==> src/rtl/ahb_rr_arbiter.sv <==
// Round-robin AHB bus arbiter. It honours fixed-length bursts and locked sequences,
// and registers hgrant/hmaster/hmastlock for the address/data muxes and decoder.
`timescale 1ns/1ps
module ahb_rr_arbiter #(
  parameter int NM             = 4,
  parameter int DEFAULT_MASTER = 0,
  parameter int MW             = $clog2(NM)
) (
  input  logic          clk,
  input  logic          rstn,
  input  logic [NM-1:0] hbusreq,
  input  logic [NM-1:0] hlock,
  input  logic [1:0]    htrans,
  input  logic [2:0]    hburst,
  input  logic          hready,
  output logic [NM-1:0] hgrant,
  output logic [MW-1:0] hmaster,
  output logic          hmastlock
);

  localparam logic [1:0] TR_IDLE   = 2'd0;
  localparam logic [1:0] TR_BUSY   = 2'd1;
  localparam logic [1:0] TR_NONSEQ = 2'd2;
  localparam logic [1:0] TR_SEQ    = 2'd3;

  localparam int IW = MW + 1;
  localparam logic [MW-1:0] DEF_IDX   = MW'(DEFAULT_MASTER);
  localparam logic [NM-1:0] DEF_GRANT = NM'(1) << DEFAULT_MASTER;

  logic [MW-1:0] owner_reg, owner_next;
  logic [MW-1:0] ptr_reg, ptr_next;
  logic [3:0]    cnt_reg, cnt_next;
  logic [3:0]    burst_load;
  logic [NM-1:0] grant_next;
  logic [MW-1:0] rr_winner;
  logic [MW-1:0] rr_idx;
  logic [IW-1:0] rr_sum;
  logic          rr_found;
  logic          locked_hold;
  logic          window;

  // Remaining beats after the first one; SINGLE and INCR have no fixed tail.
  always_comb begin
    case (hburst)
      3'd2, 3'd3: burst_load = 4'd3;
      3'd4, 3'd5: burst_load = 4'd7;
      3'd6, 3'd7: burst_load = 4'd15;
      default:    burst_load = 4'd0;
    endcase
  end

  always_comb begin
    cnt_next = cnt_reg;
    if (hready) begin
      case (htrans)
        TR_IDLE:   cnt_next = 4'd0;
        TR_BUSY:   cnt_next = cnt_reg;
        TR_NONSEQ: cnt_next = burst_load;
        TR_SEQ:    cnt_next = (cnt_reg != 4'd0) ? cnt_reg - 4'd1 : 4'd0;
        default:   cnt_next = cnt_reg;
      endcase
    end
  end

  assign locked_hold = hlock[owner_reg] & hbusreq[owner_reg];
  assign window      = hready & (cnt_next == 4'd0) & ~locked_hold;

  // Search upward from the slot after the last winner, wrapping modulo NM.
  always_comb begin
    rr_winner = DEF_IDX;
    rr_found  = 1'b0;
    rr_sum    = '0;
    rr_idx    = '0;
    for (int i = 1; i <= NM; i++) begin
      rr_sum = {1'b0, ptr_reg} + IW'(i);
      if (rr_sum >= IW'(NM)) rr_sum = rr_sum - IW'(NM);
      rr_idx = rr_sum[MW-1:0];
      if (!rr_found && hbusreq[rr_idx]) begin
        rr_found  = 1'b1;
        rr_winner = rr_idx;
      end
    end
  end

  always_comb begin
    owner_next = owner_reg;
    ptr_next   = ptr_reg;
    if (window && (rr_winner != owner_reg)) begin
      owner_next = rr_winner;
      ptr_next   = rr_winner;
    end
  end

  generate
    for (genvar gi = 0; gi < NM; gi++) begin : g_grant
      assign grant_next[gi] = (owner_next == MW'(gi));
    end
  endgenerate

  // hmaster/hmastlock take the pre-edge owner, giving the one-cycle handover.
  always_ff @(posedge clk or negedge rstn) begin
    if (!rstn) begin
      hgrant    <= DEF_GRANT;
      owner_reg <= DEF_IDX;
      ptr_reg   <= DEF_IDX;
      cnt_reg   <= 4'd0;
      hmaster   <= DEF_IDX;
      hmastlock <= 1'b0;
    end else if (hready) begin
      hgrant    <= grant_next;
      owner_reg <= owner_next;
      ptr_reg   <= ptr_next;
      cnt_reg   <= cnt_next;
      hmaster   <= owner_reg;
      hmastlock <= hlock[owner_reg];
    end
  end

endmodule

==> config.mk <==
export PLATFORM = sky130hd
export DESIGN_NAME = ahb_rr_arbiter
export DESIGN_NICKNAME = d
export VERILOG_FILES = /design/src/rtl/ahb_rr_arbiter.sv
export SDC_FILE = /design/constraint.sdc
export NUM_CORES = 1
export LEC_CHECK = 0
export CAP_MARGIN = 30
export CORE_ASPECT_RATIO = 1.2
export CORE_MARGIN = 4
export CORE_UTILIZATION = 40
export CTS_CLUSTER_SIZE = 40
export DETAILED_ROUTE_END_ITERATION = 10
export GPL_TIMING_DRIVEN = 1
export HOLD_SLACK_MARGIN = 0.08
export PLACE_DENSITY = 0.66
export SYNTH_ARGS = -nofsm -noshare
export SYNTH_HDL_FRONTEND = slang
export SYNTH_SLANG_ARGS = --single-unit
==> constraint.sdc <==
create_clock -name clk -period 5.9 [get_ports clk]
set_input_delay 1.18 -clock clk [delete_from_list [all_inputs] [get_ports clk]]
set_output_delay 1.18 -clock clk [all_outputs]
set_load 0.005 [all_outputs]
==> impl_metrics.env, run 1 <==
export IMPL_status="finished clean"
export IMPL_crit_arrival_ns=3.60
export IMPL_drc_errors=0
export IMPL_unrepaired_setup_endpoints_after_global_routing="false"
export IMPL_number_of_antenna_violations_at_the_first_check_in_global_routing=0
export IMPL_maxClockFrequency_mhz=293
export IMPL_most_common_flop_cell_mapped_by_yosys="sky130_fd_sc_hd__dfrtp_1"
export IMPL_synth_largest_area_cell="sky130_fd_sc_hd__dfrtp_1"
export IMPL_synth_edf_count=0
export IMPL_final_core_util_pct=51.6
export IMPL_synth_yosys_seq_area_share_pct=36.1
export IMPL_syn_nets=121
export IMPL_nNetsFinal=143
export IMPL_synth_area_leaders="sky130_fd_sc_hd__dfrtp_1 (34%), sky130_fd_sc_hd__mux4_2 (4.3%), sky130_fd_sc_hd__inv_1 (3.2%)"
export IMPL_synth_async_sr_flop_share_pct=100
export IMPL_clk_insertion_delay_late_ns=0.29
export IMPL_cts_root_to_sink_buffers=2
export IMPL_path_buf_inv=2
export IMPL_postSynthRegisterBits=15
export IMPL_drt_iter0_drc=18
export IMPL_share_of_layout_cells_above_drive_strength_1_pct=16.9
export IMPL_cellPowerDensity_nw_per_um2=368
export IMPL_crit_path_max_incr_delay_ns=0.80
export IMPL_report_final_setup_viol=0
export IMPL_dp_final_hpwl_um=1790
export IMPL_vias_per_cell=5.66
export IMPL_cp_slowest_cell="sky130_fd_sc_hd__clkdlybuf4s50_1"
export IMPL_die_x_um=54.6
export IMPL_critPathKind="input pin to flop"
export IMPL_timing_critical_path_to_type="flop"
export IMPL_pin_count_of_the_biggest_net_entering_global_routing=16
export IMPL_final_estimated_routing_congestion_in_global_placement=0.803
export IMPL_tightest_slew_ns=0.700
export IMPL_worst_max_slew_margin_expressed_relative_to_the_limit_pct=53.2
export IMPL_synthesis_yosys_warnings=0
export IMPL_port_buffers=21
export IMPL_cp_start_kind="input pin"
export IMPL_placedCellCount=153
export IMPL_yosys_area_top_type_share_pct=33.6
export IMPL_effective_utilization_at_floorplan_pct=41.3
export IMPL_cts_clk_slew_worst_paths_ns=0.10
export IMPL_relative_area_change_from_synthesis_to_final_layout_pct=25.1
export IMPL_max_cap_viol=0
export IMPL_yosysMostFrequentCell="sky130_fd_sc_hd__dfrtp_1"
export IMPL_h_tree_depth=1
export IMPL_num_io_pins=23
export IMPL_synth_instances=103
export IMPL_global_route_wire_length_before_repair_um=3840
export IMPL_max_vdd_ir_drop_uv=230
export IMPL_clock_skew_final_ns=0.0110
export IMPL_dieArea_um2=3490
export IMPL_ys_top_cells_by_count="sky130_fd_sc_hd__dfrtp_1 (14), sky130_fd_sc_hd__inv_1 (9), sky130_fd_sc_hd__nand2_1 (7)"
export IMPL_netlist_cell_type_count=44
export IMPL_routed_wirelength_um=2290
export IMPL_timing_final_crit_period_ns=3.42
export IMPL_ctsResizeCount=0
export IMPL_crit_path_max_fanout=11
export IMPL_cts_buffers=3
export IMPL_vias_in_the_first_global_route=915
export IMPL_timing_hold_violations_final=0
export IMPL_antenna_cells_inserted=0
export IMPL_hold_class="flop to flop"
export IMPL_route_vias_total=889
export IMPL_drt_wirelength_per_cell_um=14.6
export IMPL_total_leakage_power_nw=0.517
export IMPL_gr_total_overflow=0
export IMPL_post_synth_instance_area_um2=1040
export IMPL_numClockSinks=15
export IMPL_postCtsSetupRepairBufs=0
export IMPL_ant_nets=0
export IMPL_final_cells=157
export IMPL_num_fill_cells=243
export IMPL_period_utilisation_layout_pct=57.9
export IMPL_cts_tree="done"
export IMPL_finalSetupTns_ns=0
export IMPL_cp_cell_sequence="clkdlybuf4s50_1, inv_1, o21ai_0, nor3b_2, nand3_4, or2_2, a211o_1"
export IMPL_grt_use_total_pct=14.6
export IMPL_first_pass_iters=4
export IMPL_crit_required_ns=6.08
export IMPL_avg_inst_size_synth_um2=10.1
export IMPL_num_rows=20
export IMPL_die_y_um=64.0
export IMPL_timing_critical_path_max_delay_family="buffers and inverters"
export IMPL_clock_root_buffer="sky130_fd_sc_hd__clkbuf_4"
export IMPL_drv_slew=0
export IMPL_coreArea_um2=2530
export IMPL_cts_hold_buffers=0
==> per-layer routing <==
layer | wire length, um | up-vias | global-route usage (%)
li1 | - | 434 | -
met1 | 978 | 434 | 16.1
met2 | 1190 | 19 | 25.7
met3 | 99 | 2 | 1.86
met4 | 23 | 0 | 7.48
met5 | 0 | - | 0
==> stage by stage <==
stage | cell area (um2) | setup WS (ns) | power, mW | hold WS, ns
after floorplan | 1040 | 3.31 | 0.338 | 0.496
after global placement | 1270 | 2.20 | 0.419 | 0.492
after detailed placement | 1270 | 2.16 | 0.424 | 0.498
after CTS | 1310 | 2.49 | 0.488 | 0.519
after global routing | 1310 | 2.31 | 0.520 | 0.539
final | 1310 | 2.48 | 0.480 | 0.517
==> cells by family (layout without fill, tap and decap cells) <==
logic type / after synthesis / after routing / synth area share, %
xor+xnor: 2 / 2 / 1.68
mux: 6 / 6 / 8.51
flops: 15 / 15 / 36.1
fa+ha+maj: 2 / 2 / 2.40
compound gates: 33 / 33 / 27.2
buf+inv: 13 / 34 / 5.16
simple gates: 32 / 32 / 18.9
==> layout make-up <==
cell class,instances,area [um2],share of cell area [%]
tap,33,41.3,3.16
clock buffer,3,22.5,1.73
inverter,9,33.8,2.59
timing repair buffer,21,210,16.1
sequential,15,377,28.9
clock inverter,1,7.51,0.575
multi-input combinational,75,613,47.0
==> path summary, 6_finish.rpt <==
check | start | to | slack [ns] | depth (start not counted)
worst max-delay path | hready | ptr_reg[1] | 2.48 | 7
worst min-delay path | hmaster[0] | hmaster[0] | 0.52 | 1
worst max register to register | cnt_reg[1] | ptr_reg[1] | 3.53 | 8
worst min register to register | hmaster[0] | hmaster[0] | 0.52 | 1
max in group asynchronous | rstn | hgrant[3] | 4.15 | 1
min in group asynchronous | rstn | owner_reg[1] | 1.30 | 1
==> placed cells by master, fill, tap and decap left out, types with 3 or more instances in the layout <==
| cell type | count |
|---|---|
| sky130_fd_sc_hd__clkbuf_4 | 3 |
| sky130_fd_sc_hd__nand2_1 | 7 |
| sky130_fd_sc_hd__inv_1 | 9 |
| sky130_fd_sc_hd__or4_1 | 4 |
| sky130_fd_sc_hd__clkdlybuf4s50_1 | 21 |
| sky130_fd_sc_hd__a21oi_1 | 3 |
| sky130_fd_sc_hd__mux2_2 | 3 |
| sky130_fd_sc_hd__dfrtp_1 | 14 |
| sky130_fd_sc_hd__nor3_1 | 3 |
| sky130_fd_sc_hd__nor2_1 | 5 |
| sky130_fd_sc_hd__o311ai_1 | 3 |
| sky130_fd_sc_hd__nand2b_1 | 4 |
==> power breakdown <==
part	internal, mW	switching [mW]	total, mW	leakage (nW)
logic	0.134	0.0938	0.228	0.322
clock network	0.0257	0.0354	0.0611	0.0139
registers	0.143	0.0482	0.191	0.182
Note: power is estimated with default switching activity, not from simulation.
==> run 2, diff against run 1 <==
--- a/config.mk
+++ b/config.mk
@@ -13,7 +13,7 @@
 export DETAILED_ROUTE_END_ITERATION = 10
 export GPL_TIMING_DRIVEN = 1
 export HOLD_SLACK_MARGIN = 0.08
-export PLACE_DENSITY = 0.66
+export PLACE_DENSITY = 0.68
 export SYNTH_ARGS = -nofsm -noshare
 export SYNTH_HDL_FRONTEND = slang
 export SYNTH_SLANG_ARGS = --single-unit
==> constraint.sdc (replaced) <==
create_clock -name clk -period 2.9 [get_ports clk]
set_input_delay 0.58 -clock clk [delete_from_list [all_inputs] [get_ports clk]]
set_output_delay 0.58 -clock clk [all_outputs]
set_load 0.005 [all_outputs]
==> run 2 against run 1 <==
  * Die area is the same
  * Non-clock buffer count is 3 higher
  * Clock power is 90% higher
  * Combinational power up 120%
  * Wire length barely moved
  * Cell area up 1.4%
  * Clock skew decreased by 0.0095 ns
  * Largest power group unchanged
  * Highest routed layer unchanged
  * Worst setup slack lost 2.1 ns
  * Core utilization grew 0.74 points
  * First-iteration DRC count down 50%
  * Via count up 0.67%
  * Worst hold slack improved by 0.0030 ns
==> impl_metrics.env, run 2 (synthesis results as in run 1) <==
export IMPL_status="finished clean"
export IMPL_critPathKind="input pin to flop"
export IMPL_drt_wirelength_per_cell_um=14.3
export IMPL_timing_hold_violations_final=0
export IMPL_crit_path_max_fanout=10
export IMPL_maxClockFrequency_mhz=401
export IMPL_cts_buffers=3
export IMPL_path_buf_inv=2
export IMPL_pin_count_of_the_biggest_net_entering_global_routing=16
export IMPL_cts_tree="done"
export IMPL_max_cap_viol=0
export IMPL_drc_errors=0
export IMPL_cts_root_to_sink_buffers=2
export IMPL_num_rows=20
export IMPL_timing_critical_path_to_type="flop"
export IMPL_cp_start_kind="input pin"
export IMPL_drv_slew=0
export IMPL_crit_required_ns=3.06
export IMPL_route_vias_total=895
export IMPL_global_route_wire_length_before_repair_um=3840
export IMPL_hold_ws_ns=0.520
export IMPL_first_pass_iters=4
export IMPL_clk_insertion_delay_late_ns=0.27
export IMPL_cts_hold_buffers=0
export IMPL_final_estimated_routing_congestion_in_global_placement=0.803
export IMPL_effective_utilization_at_floorplan_pct=41.3
export IMPL_num_io_pins=23
export IMPL_report_final_setup_viol=0
export IMPL_numClockSinks=15
export IMPL_cp_cell_sequence="clkdlybuf4s50_1, inv_1, o21ai_0, nor3b_2, nand3_4, or2_2, a211o_1"
export IMPL_drt_iter0_drc=9
export IMPL_cts_clk_slew_worst_paths_ns=0.08
export IMPL_nNetsFinal=146
export IMPL_leading_cell_type_in_the_layout_fill_and_taps_excluded="sky130_fd_sc_hd__clkdlybuf4s50_1"
export IMPL_unrepaired_setup_endpoints_after_global_routing="false"
export IMPL_die_x_um=54.6
export IMPL_dieArea_um2=3490
export IMPL_period_utilisation_layout_pct=86.0
export IMPL_max_vdd_ir_drop_uv=380
export IMPL_clock_skew_final_ns=0.00155
export IMPL_vias_per_cell=5.59
export IMPL_tightest_slew_ns=0.708
export IMPL_h_tree_depth=1
export IMPL_cp_slowest_cell="sky130_fd_sc_hd__clkdlybuf4s50_1"
export IMPL_layout_common_cells="sky130_fd_sc_hd__clkdlybuf4s50_1 (21), sky130_fd_sc_hd__dfrtp_1 (14), sky130_fd_sc_hd__inv_1 (9), sky130_fd_sc_hd__nand2_1 (7), sky130_fd_sc_hd__nor2_1 (5)"
export IMPL_crit_arrival_ns=2.66
export IMPL_timing_critical_path_max_delay_family="simple AND/OR/NAND/NOR gates"
export IMPL_relative_area_change_from_synthesis_to_final_layout_pct=26.9
export IMPL_ant_nets=0
export IMPL_cellPowerDensity_nw_per_um2=747
export IMPL_routed_wirelength_um=2290
export IMPL_gr_total_overflow=0
export IMPL_dp_final_hpwl_um=1820
export IMPL_total_leakage_power_nw=0.532
export IMPL_timing_final_crit_period_ns=2.49
export IMPL_share_of_layout_cells_above_drive_strength_1_pct=18.1
export IMPL_worst_max_slew_margin_expressed_relative_to_the_limit_pct=52.7
export IMPL_antenna_cells_inserted=0
export IMPL_vias_in_the_first_global_route=918
export IMPL_number_of_antenna_violations_at_the_first_check_in_global_routing=0
export IMPL_grt_use_total_pct=14.4
export IMPL_coreArea_um2=2530
export IMPL_crit_path_max_incr_delay_ns=0.60
export IMPL_postCtsSetupRepairBufs=0
export IMPL_port_buffers=21
export IMPL_num_fill_cells=236
export IMPL_finalSetupTns_ns=0
export IMPL_ctsResizeCount=0
export IMPL_die_y_um=64.0
export IMPL_hold_class="flop to flop"
export IMPL_clock_root_buffer="sky130_fd_sc_hd__clkbuf_4"
[run 2: final timing paths]
check,startpoint,to,slack (ns),depth (start not counted)
setup / recovery,hready,ptr_reg[1],0.41,7
hold / removal,hgrant[0],hgrant[0],0.52,2
setup reg to reg,cnt_reg[0],ptr_reg[1],0.52,8
hold reg to reg,hgrant[0],hgrant[0],0.52,2
max in group asynchronous,rstn,cnt_reg[2],1.73,1
min in group asynchronous,rstn,hmaster[0],0.72,1
[run 2: routing by layer]
metal / up-vias / track usage (%) / share of wire, %
met2: 14 / 26.3 / 54
li1: 446 / - / -
met5: - / 0 / 0
met3: 4 / 2.10 / 3.7
met1: 431 / 16.6 / 41
met4: 0 / 3.74 / 0.48
[run 2: power breakdown]
part,leakage (nW),total [mW],switching [mW],internal [mW]
registers,0.182,0.377,0.0853,0.291
clock network,0.0150,0.116,0.0630,0.0532
logic,0.336,0.496,0.212,0.284
total,0.532,0.989,0.361,0.629
[run 2: worst min-delay path: cells and delay by family (launching register included)]
family           cells  cell delay (ns)
AND/OR/NAND/NOR      1             0.05
flip-flops           1             0.38
AO/OA/AOI/OAI        1             0.09
[run 2: through the flow]
| step | std cells | utilization [%] | setup slack, ns | power [mW] | cell area (um2) |
|---|---|---|---|---|---|
| floorplan | 103 | - | 0.739 | 0.687 | 1040 |
| global placement | 156 | 51.3 | 0.148 | 0.868 | 1300 |
| detailed placement | 156 | 51.3 | 0.117 | 0.881 | 1300 |
| CTS | 160 | 52.4 | 0.419 | 1.00 | 1320 |
| global route | 160 | 52.4 | 0.270 | 1.07 | 1320 |
| finish | 160 | 52.4 | 0.406 | 0.989 | 1320 |
[run 2: cell type report]
cell class | count | area, um2 | share of cell area [%]
Sequential cell | 15 | 377 | 28.4
Multi-Input combinational cell | 75 | 613 | 46.3
Clock buffer | 4 | 26.3 | 1.98
Tap cell | 33 | 41.3 | 3.12
Inverter | 9 | 33.8 | 2.55
Timing Repair Buffer | 24 | 233 | 17.6
